<file path="src/rtl/seven_seg_decoder.sv">
// Loop-back monitor for a seven-segment drive bus: debounces the sampled pattern,
// decodes it to a hex digit plus decimal point, and reports each new stable pattern once.
module seven_seg_decoder #(
  parameter int STABLE_CYCLES = 4,
  parameter int CNT_W         = 8
) (
  input  logic       clk,
  input  logic       rst_n,
  input  logic [7:0] seg_in,
  output logic [4:0] value_o,
  output logic       blank_o,
  output logic       invalid_o,
  output logic       ambig_o,
  output logic       valid_o,
  input  logic       ready_i,
  output logic       overrun_o,
  input  logic       clr_i
);

  typedef enum logic {TRACK, HOLD} state_t;

  localparam logic [CNT_W-1:0] STABLE_MAX = CNT_W'(STABLE_CYCLES);

  state_t           state, state_next;
  logic [7:0]       seg_q;
  logic [7:0]       last_pat;
  logic             have_last;
  logic [CNT_W-1:0] cnt;
  logic             stable;
  logic             moving;
  logic             load;
  logic             ack;

  logic [3:0]       dec_digit;
  logic             dec_blank;
  logic             dec_invalid;
  logic             dec_ambig;

  assign moving = (seg_in != seg_q);
  assign stable = (cnt == STABLE_MAX);

  // 7C is shared by 6 and B; it always resolves to 6 with the ambiguity flagged.
  always_comb begin
    // NOTE: every combinational output gets a default first so no path can infer a latch.
    dec_digit   = 4'h0;
    dec_blank   = 1'b0;
    dec_invalid = 1'b0;
    dec_ambig   = 1'b0;
    case (seg_q[6:0])
      7'h3F: dec_digit = 4'h0;
      7'h06: dec_digit = 4'h1;
      7'h5B: dec_digit = 4'h2;
      7'h4F: dec_digit = 4'h3;
      7'h66: dec_digit = 4'h4;
      7'h6D: dec_digit = 4'h5;
      7'h7C: begin dec_digit = 4'h6; dec_ambig = 1'b1; end
      7'h07: dec_digit = 4'h7;
      7'h7F: dec_digit = 4'h8;
      7'h67: dec_digit = 4'h9;
      7'h77: dec_digit = 4'hA;
      7'h39: dec_digit = 4'hC;
      7'h5E: dec_digit = 4'hD;
      7'h79: dec_digit = 4'hE;
      7'h71: dec_digit = 4'hF;
      7'h00: dec_blank = 1'b1;
      default: dec_invalid = 1'b1;
    endcase
  end

  always_comb begin
    state_next = state;
    load       = 1'b0;
    ack        = 1'b0;
    case (state)
      TRACK: begin
        if (stable && (!have_last || seg_q != last_pat)) begin
          load       = 1'b1;
          state_next = HOLD;
        end
      end
      HOLD: begin
        if (valid_o && ready_i) begin
          ack        = 1'b1;
          state_next = TRACK;
        end
      end
      default: state_next = TRACK;
    endcase
  end

  always_ff @(posedge clk) begin
    // NOTE: sequential state uses non-blocking assignments so all registers update together.
    if (!rst_n) begin
      state     <= TRACK;
      seg_q     <= '0;
      cnt       <= '0;
      last_pat  <= '0;
      have_last <= 1'b0;
    end else begin
      state <= state_next;
      seg_q <= seg_in;
      if (moving)
        cnt <= '0;
      else if (!stable)
        cnt <= cnt + 1'b1;
      if (load) begin
        last_pat  <= seg_q;
        have_last <= 1'b1;
      end
    end
  end

  // Report outputs change only on load, so they stay frozen while a report is pending.
  always_ff @(posedge clk) begin
    if (!rst_n) begin
      value_o   <= '0;
      blank_o   <= 1'b0;
      invalid_o <= 1'b0;
      ambig_o   <= 1'b0;
      valid_o   <= 1'b0;
    end else begin
      if (load) begin
        value_o   <= {seg_q[7], dec_digit};
        blank_o   <= dec_blank;
        invalid_o <= dec_invalid;
        ambig_o   <= dec_ambig;
        valid_o   <= 1'b1;
      end else if (ack) begin
        valid_o <= 1'b0;
      end
    end
  end

  // Set has priority over clear so a simultaneous overrun is never lost.
  always_ff @(posedge clk) begin
    if (!rst_n)
      overrun_o <= 1'b0;
    else if (state == HOLD && moving)
      overrun_o <= 1'b1;
    else if (clr_i)
      overrun_o <= 1'b0;
  end

endmodule
</file>
<file path="config.mk">
export PLATFORM = sky130hd
export DESIGN_NAME = seven_seg_decoder
export DESIGN_NICKNAME = d
export VERILOG_FILES = /design/src/rtl/seven_seg_decoder.sv
export SDC_FILE = /design/constraint.sdc
export NUM_CORES = 1
export LEC_CHECK = 0
export ABC_AREA = 1
export BUFFER_PORTS_ARGS = -buffer_cell sky130_fd_sc_hd__buf_4
export CAP_MARGIN = 25
export CORE_MARGIN = 4
export CORE_UTILIZATION = 58
export CTS_CLUSTER_DIAMETER = 120
export DETAILED_ROUTE_END_ITERATION = 10
export PLACE_DENSITY = 0.79
export SYNTH_ARGS = -nofsm -noshare
export SYNTH_HDL_FRONTEND = slang
export SYNTH_SLANG_ARGS = --single-unit
</file>
<file path="constraint.sdc">
create_clock -name clk -period 1.9 [get_ports clk]
set_input_delay 0.38 -clock clk [delete_from_list [all_inputs] [get_ports clk]]
set_output_delay 0.38 -clock clk [all_outputs]
set_load 0.02 [all_outputs]
</file>
-- Word-level counts from Yosys, hierarchy flattened
Cells that the tools add are included.
W data, S select, Z words.
- add/sub/neg operators: 1
- bitwise logic cells: 2
- mux-type cells: 14
- reductions and logical operators: 10
- equal/unequal tests: 18
- operators by type and width (kind ; number):
    $eq A7 B7 Y1 const B ; 11
    $pmux W4 S14 ; 1
    $ne A8 B8 Y1 ; 2
    $reduce_or A16 Y1 ; 1
    $eq A7 B3 Y1 const B ; 2
    $eq A7 B6 Y1 const B ; 2
    $mux W1 ; 12
    $add A8 B1 Y8 const B ; 1
    $eq A8 B3 Y1 const B ; 1
    $logic_not A7 Y1 ; 1
    $reduce_bool A2 Y1 ; 2
    $logic_and A1 B1 Y1 ; 3
    $not A1 Y1 ; 2
    $pmux W1 S2 ; 1
    $reduce_or A2 Y1 ; 1
    $logic_not A1 Y1 ; 1
    $logic_or A1 B1 Y1 ; 1
- register bits: 36
- bits of input ports: 12
- logic and storage cells: 56
- output and inout bits: 10

-- Longest topological paths before layout
- word-level depth: 6
- gate-level depth with buffers: 12
- depth with buffers taken out: 11

-- Worst setup path before layout
OpenSTA, ideal clock, no wires.
- path kind: register to register
- start point: reg cnt[0]
- end point: reg value_o[1]
- buffers on the path: 1
- arrival time: 1336 ps
- cell stages (with the launch flop): 11
- required time: 1787 ps
- slack: 451 ps
- cells stage by stage: dfxtp_1 > inv_1 > ha_1 > nand3b_1 > nor2_2 > inv_2 > nor2_8 > nand2_8 > buf_12 > nor2_1 > nor2_1
- word-level cells in the longest chain between the ends: 4
- ends and longest elaborated chain (element ; RTL line ; source):
    from (decl) ; 28 ; logic [CNT_W-1:0] cnt;
    from (signal assigned) ; 105 ; cnt <= cnt + 1'b1;
    $eq A8 B3 Y1 ; 40 ; assign stable = (cnt == STABLE_MAX);
    $logic_and A1 B1 Y1 ; 76 ; if (stable && (!have_last || seg_q != last_pat)) begin
    $mux W1 ; 76 ;
    $mux W1 ; 74 ; case (state)
    to (signal assigned) ; 123 ; value_o <= {seg_q[7], dec_digit};
    to (decl) ; 10 ; output logic [4:0] value_o,
Every way passes these cells.
A chain may end at the register's enable or synchronous reset.

-- Final worst setup path
Ends and elaborated chain as after synthesis.

==> flow_summary.yaml <==
cts:
  clk_pin_slew_ps: 110
  postCtsSetupRepairBufs: 0
  clk_latency_ps: 360
  clk_path_buf_depth: 2
  cts_resized: 0
  cts_tree: "yes"
  cts_sinks: 35
  cts_root_buf: "clkbuf_4"
  cts_hold_buf: 0
  h-tree-depth: 2
  numCtsBuffers: 5
min_path:
  hp-class: "input port to register"
  hp-start: "seg_in[2]"
run:
  cap_viol_max_count: 0
timing:
  setup_viol: 0
  rsz0062_at_grt: "no"
  tightest_slew_ps: 500
  fin_crit_sh_pct: 85.5
  fin_tns_setup_ps: 0
  max_freq_ghz: 0.616
  hold_viol: 0
  skew_ps: 11.0
  period_needed_ps: 1620
  slew_headroom_pct: 66.6
  slew_viol_final: 0
setup_path:
  crit_chain: "inv_1, ha_1, nand3b_1, nor2_2, inv_2, nor2_8, nand2_8, nor2_1, nor2_1"
  reg2reg_to: "value_o[1]"
  setup.worst_path.end_class: "register"
  slowest_stage: "dfxtp_1"
  path_class: "register to register"
  crit_family: "simple AND/OR/NAND/NOR gates"
  startpoint: "cnt[0]"
  path_depth: 9
  reg2reg_depth: 9
  critPathMaxStageDelay_ps: 350
  crit_end: "value_o[1]"
  r2r_setup_slack_ps: 280
  r2r_start: "cnt[0]"
  cpMostUsedCell: "nor2_1"
  arrival_ps: 1890
  crit_required_ps: 2160
  cp-start-kind: "register"
  cp_num_buf_inv: 2
  crit_fanout: 19
logic_synthesis:
  netlist_top_cells_area: "dfxtp_1 36%, nand2_1 16%, nor2_1 7.5%"
  ys.warnings.count: 0
  ys_seq_area_share_pct: 35.9
  yosysTopAreaCellShare_pct: 35.9
  synth_seq_cells: 35
  avgSynthCellArea_sq_um: 6.80
  netlist_area_sq_um: 1950
  ys_types: 27
  synth_fp_nets: 301
  yosys.area.top_type: "dfxtp_1"
  syn-instance-count: 287
floorplan:
  rows: 20
  die_h_microns: 66.0
  die_x_microns: 66.0
  initial_core_util_pct: 62.4
  io_pins: 22
  dieArea_sq_um: 4360
  core-area_sq_um: 3130
route:
  firstDrtPassIters: 5
  route.detailed.drc: 0
  drtAntennaViolNets: 0
  wl_per_cell_microns: 11.9
  drtIter0Drc: 97
  dr_total_vias: 1731
  via_per_inst: 4.96
  routed_wl_microns: 4140
placement:
  hpwl_microns: 3060
  gp_congestion: 0.916
  dp_cells: 341
  port_buffers: 21
cells_and_area:
  finalNonFillerCells: 349
  mostFrequentLayoutCells: "81 x nand2_1, 39 x nor2_1, 35 x dfxtp_1"
  nFillCells: 285
  area_growth_pct: 9.17
  antenna_cells: 0
  final_common_cell: "nand2_1"
  layout.nets: 318
  drive_gt1_share_pct: 15.1
power_and_ir_drop:
  vdd_drop_max_uv: 489
  p_per_area_nw_per_um2: 596
  leakagePower_nw: 0.988
global_route:
  grt_pass1_wl_microns: 6910
  grt_usage_pct: 21.1
  antenna_found_initial: 0
  overflow: 0
  grt_pass1_vias: 1567
  grt_max_degree: 20
run_status:
  status: "complete, no violations"
[stage by stage]
stage	power (W)	hold WS [ps]	utilization (%)	setup slack [ps]	area (sq um)
finish	0.00127	219	68.1	276	2130
global route	0.00132	216	68.1	134	2130
global placement	0.000882	451	66.5	318	2080
CTS	0.00127	209	68.1	280	2130
floorplan	0.000849	436	-	451	1950
detailed placement	0.000883	459	66.5	290	2080
[tightest hold or removal path, cell delays in order]
cell and delay [ps]:
buf_4 90, nand2_1 40, inv_1 40
[layout make-up]
class                           count  area [sq um]  area share [%]
Multi-Input combinational cell    203          1020            47.9
Sequential cell                    35           701            32.9
Timing Repair Buffer               22           165            7.75
Inverter                           37           139            6.52
Tap cell                           44          55.1            2.58
Clock buffer                        7          45.0            2.11
Clock inverter                      1          5.00           0.235
[sequential cells by signal (all words and copies together), names as in the netlist, 4 cells and up]
signal,cells
cnt,8
last_pat,8
seg_q,8
value_o,4
[routing by layer]
layer	wire length (microns)	part of all wire [%]	track usage (%)
met2	1860	45	33.4
met5	0	0	0
met1	1910	46	26.1
met4	91	2.2	9.39
met3	280	6.8	6.63
[synthesized netlist by cell type (all sizes together)]
library cell,n
xor2,9
buf,9
nand3b,4
xnor2,6
dfxtp,35
o21ai,1
clkbuf,3
nand4,3
a21oi,21
nor3,2
nand3,27
nand2,86
ha,2
clkinv,1
inv,36
nor2,42
[report_power, final]
part / switching [W] / total, W / leakage, nW / internal [W]
registers: 0.0000198 / 0.000762 / 0.284 / 0.000743
logic: 0.0000606 / 0.000105 / 0.675 / 0.0000445
clock network: 0.000258 / 0.000402 / 0.0293 / 0.000144
total: 0.000339 / 0.00127 / 0.988 / 0.000931
[kinds of logic after synthesis]
kind of cell               after synthesis  share of synthesized area [%]
and+or+nand+nor                        164                           37.9
buffers and inverters                   49                           11.8
DFF                                     35                           35.9
AOI/OAI and AO/OA                       22                           6.41
xor gates and xnor gates                15                           6.73
adders and majority gates                2                           1.28
[how the worst min path moves through the flow]
stage | to | slack, ps | cells past startpoint
global placement | ambig_o | 450 | 2
CTS | seg_q[2] | 210 | 3
floorplan | have_last | 440 | 2
finish | seg_q[2] | 220 | 3
detailed placement | cnt[7] | 460 | 2
global route | seg_q[0] | 220 | 3
Note: power is estimated with default switching activity, not from simulation.
